==> src/rtl/uart_pkg.sv <==
`default_nettype none
// +------------------------------------------------------------------+
// | uart_pkg : shared state encoding and line-level constants        |
// | Rev 1.0                                                          |
// +------------------------------------------------------------------+
package uart_pkg;

    typedef enum logic [2:0] {
        IDLE   = 3'd0,
        START  = 3'd1,
        DATA   = 3'd2,
        PARITY = 3'd3,
        STOP   = 3'd4
    } tx_state_t;

    localparam logic UART_LINE_IDLE = 1'b1;
    localparam logic UART_START_BIT = 1'b0;
    localparam logic UART_STOP_BIT  = 1'b1;

endpackage
`default_nettype wire

==> src/rtl/uart_baud_tick.sv <==
`default_nettype none
// +------------------------------------------------------------------+
// | uart_baud_tick : bit-period divider, flags last cycle of a bit   |
// | Rev 1.0                                                          |
// +------------------------------------------------------------------+
module uart_baud_tick #(
    parameter int CLKS_PER_BIT = 16
) (
    input  logic clock,
    input  logic reset,
    input  logic clear,
    output logic bit_end
);

    localparam int                DIV_W      = $clog2(CLKS_PER_BIT);
    localparam logic [DIV_W-1:0]  LAST_COUNT = DIV_W'(CLKS_PER_BIT - 1);

    logic [DIV_W-1:0] count;

    // Restarting on bit_end keeps every bit exactly CLKS_PER_BIT cycles long.
    always_ff @(posedge clock or posedge reset) begin
        if (reset)
            count <= '0;
        else if (clear || bit_end)
            count <= '0;
        else
            count <= count + DIV_W'(1);
    end

    assign bit_end = (count == LAST_COUNT);

endmodule
`default_nettype wire

==> src/rtl/uart_tx_frame.sv <==
`default_nettype none
// +------------------------------------------------------------------+
// | uart_tx_frame : parametrised UART transmitter, start/data/stop.  |
// | Optional parity bit when UART_TX_PARITY_EN is defined. Rev 1.0   |
// +------------------------------------------------------------------+
module uart_tx_frame
    import uart_pkg::*;
#(
    parameter int DATA_BITS    = 8,
    parameter int CLKS_PER_BIT = 16,
    parameter int STOP_BITS    = 1,
    parameter int PARITY_ODD   = 0
) (
    input  logic                 clock,
    input  logic                 reset,
    input  logic [DATA_BITS-1:0] tx_data,
    input  logic                 tx_valid,
    output logic                 tx_ready,
    output logic                 serial_out,
    output logic                 busy,
    output logic                 tx_done
);

    localparam int                   BIT_CNT_W = $clog2(DATA_BITS + 1);
    localparam logic [BIT_CNT_W-1:0] LAST_BIT  = BIT_CNT_W'(DATA_BITS - 1);
    localparam logic                 LAST_STOP = 1'(STOP_BITS - 1);

    generate
        if (DATA_BITS < 5 || DATA_BITS > 9) begin : g_bad_data_bits
            $error("uart_tx_frame: DATA_BITS must be 5..9");
        end
        if (CLKS_PER_BIT < 2) begin : g_bad_clks_per_bit
            $error("uart_tx_frame: CLKS_PER_BIT must be >= 2");
        end
        if (STOP_BITS != 1 && STOP_BITS != 2) begin : g_bad_stop_bits
            $error("uart_tx_frame: STOP_BITS must be 1 or 2");
        end
        if (PARITY_ODD != 0 && PARITY_ODD != 1) begin : g_bad_parity_odd
            $error("uart_tx_frame: PARITY_ODD must be 0 or 1");
        end
    endgenerate

    tx_state_t              state, state_next;
    logic [DATA_BITS-1:0]   shift_reg, shift_next;
    logic [BIT_CNT_W-1:0]   bit_cnt, bit_cnt_next;
    logic                   stop_cnt, stop_cnt_next;
    logic                   line_next;
    logic                   done_next;
    logic                   bit_end;

    assign tx_ready = (state == IDLE);
    assign busy     = ~tx_ready;

    uart_baud_tick #(
        .CLKS_PER_BIT (CLKS_PER_BIT)
    ) u_baud_tick (
        .clock   (clock),
        .reset   (reset),
        .clear   (tx_ready),
        .bit_end (bit_end)
    );

`ifdef UART_TX_PARITY_EN
    localparam logic PARITY_SENSE = 1'(PARITY_ODD);
    logic parity_bit;

    // Parity is taken from the word at capture, before it is shifted out.
    always_ff @(posedge clock or posedge reset) begin
        if (reset)
            parity_bit <= 1'b0;
        else if (tx_ready && tx_valid)
            parity_bit <= (^tx_data) ^ PARITY_SENSE;
    end
`endif

    always_comb begin
        state_next    = state;
        shift_next    = shift_reg;
        bit_cnt_next  = bit_cnt;
        stop_cnt_next = stop_cnt;
        line_next     = serial_out;
        done_next     = 1'b0;
        unique case (state)
            IDLE: begin
                line_next     = UART_LINE_IDLE;
                bit_cnt_next  = '0;
                stop_cnt_next = 1'b0;
                if (tx_valid) begin
                    state_next = START;
                    shift_next = tx_data;
                    line_next  = UART_START_BIT;
                end
            end
            START: begin
                if (bit_end) begin
                    state_next   = DATA;
                    line_next    = shift_reg[0];
                    bit_cnt_next = '0;
                end
            end
            DATA: begin
                if (bit_end) begin
                    if (bit_cnt == LAST_BIT) begin
`ifdef UART_TX_PARITY_EN
                        state_next = PARITY;
                        line_next  = parity_bit;
`else
                        state_next = STOP;
                        line_next  = UART_STOP_BIT;
`endif
                    end else begin
                        shift_next   = shift_reg >> 1;
                        line_next    = shift_reg[1];
                        bit_cnt_next = bit_cnt + BIT_CNT_W'(1);
                    end
                end
            end
`ifdef UART_TX_PARITY_EN
            PARITY: begin
                if (bit_end) begin
                    state_next = STOP;
                    line_next  = UART_STOP_BIT;
                end
            end
`endif
            STOP: begin
                if (bit_end) begin
                    if (stop_cnt == LAST_STOP) begin
                        state_next = IDLE;
                        line_next  = UART_LINE_IDLE;
                        done_next  = 1'b1;
                    end else begin
                        stop_cnt_next = stop_cnt + 1'b1;
                    end
                end
            end
            default: begin
                state_next = IDLE;
                line_next  = UART_LINE_IDLE;
            end
        endcase
    end

    always_ff @(posedge clock or posedge reset) begin
        if (reset) begin
            state      <= IDLE;
            shift_reg  <= '0;
            bit_cnt    <= '0;
            stop_cnt   <= 1'b0;
            serial_out <= UART_LINE_IDLE;
            tx_done    <= 1'b0;
        end else begin
            state      <= state_next;
            shift_reg  <= shift_next;
            bit_cnt    <= bit_cnt_next;
            stop_cnt   <= stop_cnt_next;
            serial_out <= line_next;
            tx_done    <= done_next;
        end
    end

endmodule
`default_nettype wire

==> config.mk <==
export PLATFORM = sky130hd
export DESIGN_NAME = uart_tx_frame
export DESIGN_NICKNAME = d
export VERILOG_FILES = /design/src/rtl/uart_pkg.sv /design/src/rtl/uart_baud_tick.sv /design/src/rtl/uart_tx_frame.sv
export SDC_FILE = /design/constraint.sdc
export NUM_CORES = 1
export LEC_CHECK = 0
export CAP_MARGIN = 40
export CORE_MARGIN = 3
export CORE_UTILIZATION = 30
export CTS_CLUSTER_SIZE = 40
export DETAILED_ROUTE_END_ITERATION = 16
export DONT_BUFFER_PORTS = 1
export GPL_TIMING_DRIVEN = 0
export PLACE_DENSITY_LB_ADDON = 0.3
export SYNTH_ARGS = -nofsm -noshare
export SYNTH_HDL_FRONTEND = slang
export SYNTH_SLANG_ARGS = --single-unit
==> constraint.sdc <==
create_clock -name clock -period 1.55 [get_ports clock]
set_input_delay 0.3875 -clock clock [delete_from_list [all_inputs] [get_ports clock]]
set_output_delay 0.3875 -clock clock [all_outputs]
set_load 0.1 [all_outputs]
==> summary.txt, run 1 <==
Global route
  – Initial antenna violation count: 0
  – First-pass GRT wire length: 4470 um
  – GRT Total Usage: 13.3%
  – Largest net degree at the start of global routing: 22
  – Total gr overflow: 0
  – Vias in the first global route: 919

Routing
  – Drt wl/cell: 15.3 um
  – Drt first pass iters: 4
  – Vias post-DR: 911
  – Initial DRC count: 31
  – Final wirelength: 2630 um
  – DRC Markers: 0
  – Antenna-violating nets left: 0
  – Detailed-route vias per instance: 5.30

Synthesis
  – Mapped Nets: 116
  – Post-synth top cells: dfrtp_1, mux2_2, a21oi_1, nor2_1, inv_1
  – Commonest register cell after synthesis: dfrtp_1
  – Synth area leader: dfrtp_1
  – Netlist cell types: 34
  – Top cell type's share of synthesized area: 44.6%
  – Post-synthesis instance area: 1120 um2
  – Syn Inst Count: 103
  – Register area share after synthesis: 46.9%
  – FF+latch count, synth: 21
  – Async S/R FF share, synth: 100%
  – Avg Inst Size Synth: 10.9 um2
  – Synth warn: 0
  – EDFF count, synth: 0
  – Most numerous cell in the Yosys netlist: dfrtp_1
  – Ranking of synthesized cells by area: dfrtp_1, mux2_2, a21oi_1

Die
  – I/O pin cnt: 15
  – Core Box Area: 3470 um2
  – Core Rows: 21
  – Die area: 4510 um2
  – Die X: 67.2 um
  – Die height: 67.2 um
  – Initial Util: 32.4%

Placed design
  – Post-DP HPWL: 1610 um
  – Final RePlAce weighted congestion: 0.823
  – Placed inst area: 1230 um2
  – Buffers added on ports: 0
  – Post-Place Setup Slack: -583 ps
  – Placed Cells incl. Taps: 150

STA
  – Setup Viol. Count Final: 11
  – Rel. slew slack: 68.5%
  – Fmax: 495 MHz
  – Worst Max-Slew Pin Slew: 473 ps
  – Min Clock Period, post-route: 2020 ps
  – Max-slew violation count: 0
  – Tcrit/Tclk final: 130%
  – Clock skew: 6.74 ps
  – Final Hold Vio Count: 0
  – Final worst-path setup slack: -470 ps
  – RSZ-0062 raised after global routing: true

Setup path
  – WP data required: 1690 ps
  – CP max-delay cell: or3_4
  – Largest delay share family, worst path: simple AND/OR/NAND/NOR gates
  – R2r setup slk: -470 ps
  – Worst flop-to-flop path endpoint: shift_reg[4]
  – Critical path data arrival time: 2160 ps
  – Buf+Inv Stages, Crit Path: 2
  – Critical path cell sequence: or3_4, inv_12, a22oi_2, a21oi_4, buf_6, mux2_4
  – Crit end category: flop
  – Type of origin of the critical path: flop
  – Crit Path Class: flop to flop
  – RR Startpoint: state[1]
  – CP peak stage delay: 580 ps
  – Worst setup path startpoint: state[1]
  – Max FO, Critical Path: 4
  – Worst reg-to-reg path cell count: 6

Worst hold path
  – Min-delay worst type: input port to async pin

Final layout
  – Final nets: 140
  – Fill count: 346
  – Core Util, Final: 43.9%
  – Area growth, synth to finish: 35.8%
  – Max FFs per register: 8
  – Fin cells: 172
  – Final Instance Area: 1520 um2
  – Multi-input logic area: 633 um2
  – Share of layout cells above drive strength 1: 44.4%
  – Diode count: 0
  – FF/Latch Area: 533 um2

Clock network
  – Clock Latency Late Sink: 260 ps
  – CTS Buffer Depth: 2
  – CTS tree: yes
  – H-tree depth: 1
  – CTS Root Cell: clkbuf_8
  – Worst-path clk slew: 80 ps
  – CTS Buf Count: 3
  – Clock Sink Count: 21

Run status
  – Violated checks: negative setup slack
  – Status: complete, but fails checks

Pwr
  – Max VDD drop: 929 uV
  – Pleak: 0.624 nW
  – Total Power: 2.55 mW
  – P per Cell Area: 1670 nW/um2

Flow run
  – Max_cap viols: 0
## cells by family (layout without fill, tap and decap cells)
logic type	after synthesis	in the layout	synth area share, %
muxes	15	15	14.9
DFF	21	21	46.9
buffers and inverters	11	34	4.01
and+or+nand+nor	33	33	17.7
AOI/OAI and AO/OA	18	18	11.8
adders and majority gates	2	2	2.23
xor gates and xnor gates	3	3	2.34
## metrics by stage
stage | hold slack, ps | setup TNS (ps)
3_5_place_dp | 350 | -5440
3_3_place_gp | 446 | -5010
4_1_cts | 65.3 | -3780
5_1_grt | 55.8 | -4530
2_1_floorplan | 363 | -3150
6_report | 63.9 | -3840
## placed cells by master, fill, tap and decap left out, drive strengths merged, types with 3 or more instances in the layout
| cell type | netlist | routed |
|---|---|---|
| nand3b | 3 | 3 |
| buf | 1 | 21 |
| inv | 6 | 6 |
| nand2 | 4 | 4 |
| clkbuf | 4 | 7 |
| nor2 | 6 | 6 |
| nand4 | 3 | 3 |
| a21oi | 7 | 7 |
| mux2 | 14 | 14 |
| or3 | 3 | 3 |
| nand3 | 5 | 5 |
| dfrtp | 20 | 20 |
| o21ai | 3 | 3 |
| and3 | 3 | 3 |
## per-layer routing
| layer | vias to the layer above | GRT usage (%) | share of wire [%] |
|---|---|---|---|
| met5 | - | 0 | 0 |
| met4 | 0 | 4.30 | 0.99 |
| met3 | 4 | 4.49 | 6.3 |
| met2 | 27 | 22.8 | 51 |
| met1 | 462 | 15.4 | 41 |
| li1 | 418 | - | - |
## timing repair
| item | 4_1_cts | 5_1_grt |
|---|---|---|
| setup endpoints to repair | 18 | 18 |
| gates resized for setup | 16 | 15 |
| pin swaps | 5 | 3 |
| hold buffers | 0 | 0 |
| buffers inserted | 15 | 4 |
| cloned | 0 | 1 |
## report_power, final
group | total (mW) | internal, mW | switching, mW | leakage (nW)
clock network | 0.356 | 0.183 | 0.173 | 0.0228
registers | 1.01 | 0.765 | 0.246 | 0.261
logic | 1.18 | 0.565 | 0.617 | 0.340
total | 2.55 | 1.51 | 1.04 | 0.624
## how the worst max path moves through the flow
| stage | cells after the start | slack, ps | endpoint |
|---|---|---|---|
| 2_1_floorplan | 5 | -430 | shift_reg[0] |
| 3_3_place_gp | 5 | -560 | shift_reg[6] |
| 3_5_place_dp | 5 | -580 | shift_reg[4] |
| 4_1_cts | 6 | -460 | shift_reg[4] |
| 5_1_grt | 6 | -530 | shift_reg[4] |
| 6_report | 6 | -470 | shift_reg[4] |
## final cells by class
| cell class | instances | area share [%] |
|---|---|---|
| clock buffer | 4 | 2.96 |
| inverter | 6 | 2.30 |
| multi-input combinational | 71 | 41.5 |
| tap | 46 | 3.78 |
| timing repair buffer | 20 | 12.7 |
| buffer | 4 | 1.72 |
| sequential | 21 | 35.0 |
Power figures use the tool's default switching activity.
==> run 2: changes to the inputs <==
Settings changed: PLACE_DENSITY_LB_ADDON 0.3 to not set.
==> summary.txt, run 2 (same netlist as run 1, synthesis figures left out) <==
Run status
  – Status: complete, but fails checks
  – Violated checks: negative setup slack

Setup path
  – Critical path data arrival time: 2170 ps (about the same)
  – Buf+Inv Stages, Crit Path: 2 (unchanged)
  – Max FO, Critical Path: 8 (+4)
  – WP data required: 1700 ps (about the same)
  – Type of origin of the critical path: flop
  – Crit end category: flop
  – R2r setup slk: -470 ps (about the same)
  – CP peak stage delay: 530 ps (-50 ps)
  – Crit Path Class: flop to flop
  – CP max-delay cell: or3_4
  – Critical path cell sequence: or3_4, inv_12, a22oi_2, a21oi_4, buf_12, mux2_4
  – Largest delay share family, worst path: simple AND/OR/NAND/NOR gates

STA
  – Clock skew: 4.32 ps (-2.43 ps)
  – Setup Viol. Count Final: 11 (unchanged)
  – RSZ-0062 raised after global routing: true
  – Final Hold Vio Count: 0 (unchanged)
  – Fmax: 496 MHz (+0.23%)
  – Rel. slew slack: 45.6% (-23 points)
  – Final worst-path setup slack: -465 ps (+4.70 ps)
  – Tcrit/Tclk final: 130% (-0.30 points)
  – Final total negative setup slack: -3980 ps (-140 ps)
  – Worst Max-Slew Pin Slew: 815 ps (+342 ps)
  – Max-slew violation count: 0 (unchanged)
  – Min Clock Period, post-route: 2020 ps (-4.70 ps)

Flow run
  – Max_cap viols: 0 (unchanged)

Routing
  – Antenna-violating nets left: 0 (unchanged)
  – Vias post-DR: 854 (-6.3%)
  – Drt wl/cell: 14.8 um (-3.1%)
  – Initial DRC count: 24 (-23%)
  – Final wirelength: 2400 um (-8.8%)
  – DRC Markers: 0 (unchanged)
  – Drt first pass iters: 4 (unchanged)
  – Detailed-route vias per instance: 5.27 (-0.47%)

Clock network
  – CTS Buf Count: 3 (unchanged)
  – CTS Buffer Depth: 2 (unchanged)
  – Post-CTS Hold Fix Bufs: 0 (unchanged)
  – CTS tree: yes
  – Clock Sink Count: 21 (unchanged)
  – CTS Root Cell: clkbuf_8
  – Worst-path clk slew: 80 ps (about the same)
  – H-tree depth: 1 (unchanged)
  – Clock Latency Late Sink: 260 ps (about the same)

Final layout
  – Diode count: 0 (unchanged)
  – Final nets: 130 (-7.1%)
  – Max FFs per register: 8 (unchanged)
  – Share of layout cells above drive strength 1: 42.2% (-2.2 points)
  – Most frequent cells in the layout: dfrtp_1, buf_4, mux2_2, mux2_4, nor2_1
  – Final Instance Area: 1440 um2 (-5.3%)
  – Fin cells: 162 (-5.8%)
  – Commonest non-fill, non-tap cell in the layout: dfrtp_1
  – Area growth, synth to finish: 28.5%

Global route
  – GRT Total Usage: 11.7% (-1.6 points)
  – Largest net degree at the start of global routing: 22 (unchanged)
  – Initial antenna violation count: 0 (unchanged)
  – Total gr overflow: 0 (unchanged)
  – Vias in the first global route: 868 (-5.5%)
  – First-pass GRT wire length: 4000 um (-11%)

Placed design
  – Post-DP HPWL: 1610 um (about the same)
  – Placed Cells incl. Taps: 149 (-0.67%)
  – Placed inst area: 1200 um2 (-2.2%)
  – Buffers added on ports: 0 (unchanged)
  – Final RePlAce weighted congestion: 0.852 (+3.5%)

Pwr
  – P per Cell Area: 1690 nW/um2 (+1.1%)
  – Switch share: 41.6% (+1.0 points)
  – Max VDD drop: 795 uV (-14%)
  – Combinational fraction of design power: 43.7% (-2.7 points)
  – Clock Power Share: 14.6% (+0.6 points)
  – Switching pwr: 1.02 mW (-1.9%)
  – Pleak: 0.567 nW (-9.0%)
  – P_int: 1.42 mW (-6.0%)
  – Share of power burned in registers: 41.7% (+2.0 points)

Die
  – Initial Util: 32.4% (unchanged)
  – Die height: 67.2 um (unchanged)
  – Die area: 4510 um2 (unchanged)
  – Core Box Area: 3470 um2 (unchanged)
  – I/O pin cnt: 15 (unchanged)
  – Core Rows: 21 (unchanged)
  – Die X: 67.2 um (unchanged)

Worst hold path
  – Min-delay worst type: input port to async pin
-- run 2: repair_timing --
item,in CTS,in global routing
gates resized for setup,15,15
buffers inserted,9,1
setup endpoints to repair,18,16
pin swaps,4,1
-- run 2: path summary, 6_finish.rpt --
| path | start | end | cells after the start |
|---|---|---|---|
| setup / recovery | state[0] | shift_reg[6] | 6 |
| hold / removal | reset | shift_reg[6] | 1 |
| setup reg to reg | state[0] | shift_reg[6] | 6 |
| hold reg to reg | shift_reg[6] | shift_reg[6] | 1 |
| max in group asynchronous | reset | tx_done | 1 |
| min in group clock | tx_valid | shift_reg[7] | 2 |
-- run 2: final cells by class --
type                    count  area (um2)
clock buffers               3        41.3
multi-input cells          71         658
flip-flops and latches     21         529
well taps                  46        57.6
fillers                   365        2030
inverters                   6        35.0
repair buffers             10        91.3
clock inverters             1        5.00
plain buffers               4        25.0
-- run 2: power groups by stage --
stage | Sequential (mW) | Clock, mW | Combinational, mW
2_1_floorplan | 0.953 | 0 | 0.744
3_5_place_dp | 0.999 | 0 | 0.839
5_1_grt | 1.04 | 0.406 | 1.14
6_report | 1.02 | 0.356 | 1.07
3_3_place_gp | 0.983 | 0 | 0.815
4_1_cts | 1.01 | 0.369 | 1.02
-- run 2: per-stage QoR --
step                      utilization, %  total power [mW]  hold slack, ps  setup slack, ps
final                               41.6              2.44             166             -465
after global routing                41.6              2.59             216             -513
after CTS                           39.8              2.40             187             -460
after detailed placement            34.6              1.84             452             -565
after global placement              34.6              1.80             446             -553
after floorplan                        -              1.70             363             -425
-- run 2: metal layers --
metal | vias up | part of all wire (%) | wire, um | track usage [%]
li1 | 396 | - | - | -
met1 | 438 | 43 | 1040 | 14.2
met2 | 18 | 51 | 1210 | 19.9
met3 | 2 | 5.7 | 136 | 4.33
met4 | 0 | 0.33 | 8 | 2.28
met5 | - | 0 | 0 | 0
==> run 3: changes to the inputs <==
Settings changed: SYNTH_HIERARCHICAL set to 1.
Clock period 1.55 ns to 2.4 ns, I/O delays scaled along.
==> summary.txt, run 3 <==
Run status
  – Status: complete, no violations

Synthesis
  – Most numerous cell in the Yosys netlist: nand2_1
  – Async S/R FF share, synth: 100% (unchanged)
  – Post-synthesis instance area: 1140 um2 (+1.6%)
  – Ranking of synthesized cells by area: dfrtp_1, mux2_4, nand2_1
  – Mapped Nets: 127 (+9.5%)
  – Avg Inst Size Synth: 10.0 um2 (-8.2%)
  – Register area share after synthesis: 46.2% (-0.72 points)
  – Top cell type's share of synthesized area: 43.9% (-0.69 points)
  – EDFF count, synth: 0 (unchanged)
  – Netlist cell types: 42 (+24%)
  – Synth warn: 6 (+6)
  – Synth area leader: dfrtp_1
  – FF+latch count, synth: 21 (unchanged)
  – Post-synth top cells: nand2_1, dfrtp_1, mux2_4
  – Commonest register cell after synthesis: dfrtp_1
  – Syn Inst Count: 114 (+11%)

Clock network
  – Clock Latency Late Sink: 260 ps (about the same)
  – Clock Sink Count: 21 (unchanged)
  – CTS Root Cell: clkbuf_8
  – Worst-path clk slew: 80 ps (about the same)
  – CTS tree: yes
  – CTS Buffer Depth: 2 (unchanged)
  – CTS Buf Count: 3 (unchanged)
  – H-tree depth: 1 (unchanged)

Final layout
  – Final Instance Area: 1250 um2 (-13%)
  – Fin cells: 164 (+1.2%)
  – Core Util, Final: 35.8% (-5.8 points)
  – Fill count: 365 (unchanged)
  – Diode count: 0 (unchanged)
  – Area growth, synth to finish: 9.77%
  – Max FFs per register: 8 (unchanged)
  – Multi-input logic area: 562 um2 (-15%)
  – Commonest non-fill, non-tap cell in the layout: nand2_1
  – Final nets: 132 (+1.5%)
  – Share of layout cells above drive strength 1: 20.3% (-22 points)
  – Most frequent cells in the layout: nand2_1, dfrtp_1, mux2_4
  – FF/Latch Area: 527 um2 (-0.47%)

STA
  – Worst Max-Slew Pin Slew: 859 ps (+44.0 ps)
  – Fmax: 437 MHz
  – Min Clock Period, post-route: 2290 ps
  – Tcrit/Tclk final: 95.3%
  – Clock skew: 4.19 ps (-0.131 ps)
  – Setup Viol. Count Final: 0 (-11)
  – Final Hold Vio Count: 0 (unchanged)
  – Max-slew violation count: 0 (unchanged)
  – Final total negative setup slack: 0 ps (+3980 ps)
  – Rel. slew slack: 42.8% (-2.8 points)
  – RSZ-0062 raised after global routing: false

Die
  – Die area: 4580 um2 (+1.4%)
  – Core Box Area: 3490 um2 (+0.76%)
  – Core Rows: 21 (unchanged)
  – Die X: 67.6 um (+0.71%)
  – Initial Util: 32.6% (+0.26 points)
  – Die height: 67.6 um (+0.71%)
  – I/O pin cnt: 15 (unchanged)

Global route
  – Initial antenna violation count: 0 (unchanged)
  – Vias in the first global route: 859 (-1.0%)
  – GRT Total Usage: 10.7% (-0.97 points)
  – Total gr overflow: 0 (unchanged)
  – First-pass GRT wire length: 3710 um (-7.1%)
  – Largest net degree at the start of global routing: 18 (-18%)

Setup path
  – Type of origin of the critical path: flop
  – Max FO, Critical Path: 5 (-3)
  – Crit Path Class: flop to output port
  – Critical path data arrival time: 1690 ps (-480 ps)
  – WP data required: 1800 ps (+100 ps)
  – Crit end category: output port

Flow run
  – Max_cap viols: 0 (unchanged)

Routing
  – Final wirelength: 2240 um (-6.8%)
  – Initial DRC count: 47 (+96%)
  – DRC Markers: 0 (unchanged)
  – Drt first pass iters: 4 (unchanged)
  – Antenna-violating nets left: 0 (unchanged)
  – Drt wl/cell: 13.6 um (-7.9%)
  – Vias post-DR: 829 (-2.9%)
  – Detailed-route vias per instance: 5.05 (-4.1%)

Placed design
  – Placed Cells incl. Taps: 160 (+7.4%)
  – Placed inst area: 1200 um2 (+0.31%)
  – Final RePlAce weighted congestion: 0.799 (-6.2%)
  – Buffers added on ports: 0 (unchanged)
  – Post-DP HPWL: 1640 um (+2.2%)

Worst hold path
  – Min-delay worst type: input port to async pin

Pwr
  – Total Power: 1.45 mW (-41%)
  – Max VDD drop: 361 uV (-55%)
  – P per Cell Area: 1160 nW/um2 (-32%)
  – Pleak: 0.543 nW (-4.3%)
-- run 3: cell count changes after synthesis, moves of 2 or more --
cell | previous run | this run
and3_1 | 3 | 0
buf_2 | 0 | 2
clkbuf_1 | 4 | 2
mux2_2 | 14 | 1
mux2_4 | 0 | 7
nand2_1 | 4 | 24
nand4_1 | 3 | 0
nor2_1 | 6 | 4
-- run 3: layout make-up --
type | instances | share of cell area (%)
plain buffers | 6 | 2.70
clock buffers | 4 | 3.60
inverters | 6 | 2.10
multi-input cells | 81 | 44.9
flip-flops and latches | 21 | 42.1
well taps | 46 | 4.60
-- run 3: kinds of logic after synthesis --
logic type | count (synthesis) | share of synthesized area (%)
AND/OR/NAND/NOR | 47 | 21.6
flip-flops | 21 | 46.2
AO/OA/AOI/OAI | 20 | 11.5
buffers and inverters | 12 | 4.94
multiplexers | 10 | 12.0
XOR/XNOR | 2 | 1.54
adder cells (fa/ha/maj) | 2 | 2.20
-- run 3: path summary, 6_finish.rpt --
kind / from / to / slack, ps / cells after the start
setup / recovery: state[0] / tx_ready / 110 / 2
hold / removal: reset / u_baud_tick/count[0] / 100 / 1
setup reg to reg: u_baud_tick/count[0] / bit_cnt[0] / 120 / 7
hold reg to reg: u_baud_tick/count[0] / u_baud_tick/count[0] / 500 / 1
max in group asynchronous: reset / bit_cnt[0] / 1650 / 1
min in group clock: u_baud_tick/count[0] / u_baud_tick/count[0] / 500 / 1
-- run 3: metrics by stage --
stage / setup slack [ps] / hold WS [ps]
6_report: 114 / 98.9
2_1_floorplan: 177 / 366
3_3_place_gp: 130 / 375
3_5_place_dp: 112 / 378
5_1_grt: 2.39 / 102
4_1_cts: 101 / 95.9
-- run 3: timing repair --
item	in CTS	in global routing
gates resized for setup	1	0
buffers inserted	0	0
hold buffers	0	0
setup endpoints to repair	1	0
-- run 3: report_power, final --
part | switching (mW) | internal, mW
Combinational | 0.327 | 0.258
Sequential | 0.148 | 0.486
Clock | 0.110 | 0.118
-- run 3: routing by layer --
layer | up-vias | wire [um] | global-route usage (%)
li1 | 402 | - | -
met2 | 17 | 1070 | 19.3
met1 | 408 | 1030 | 12.3
met4 | 0 | 9 | 1.01
met3 | 2 | 127 | 4.33
met5 | - | 0 | 0
-- run 3: critical path: stages, from the launching register on --
cell and delay, ps:
dfrtp_1 420, or3_4 550, clkinvlp_4 450
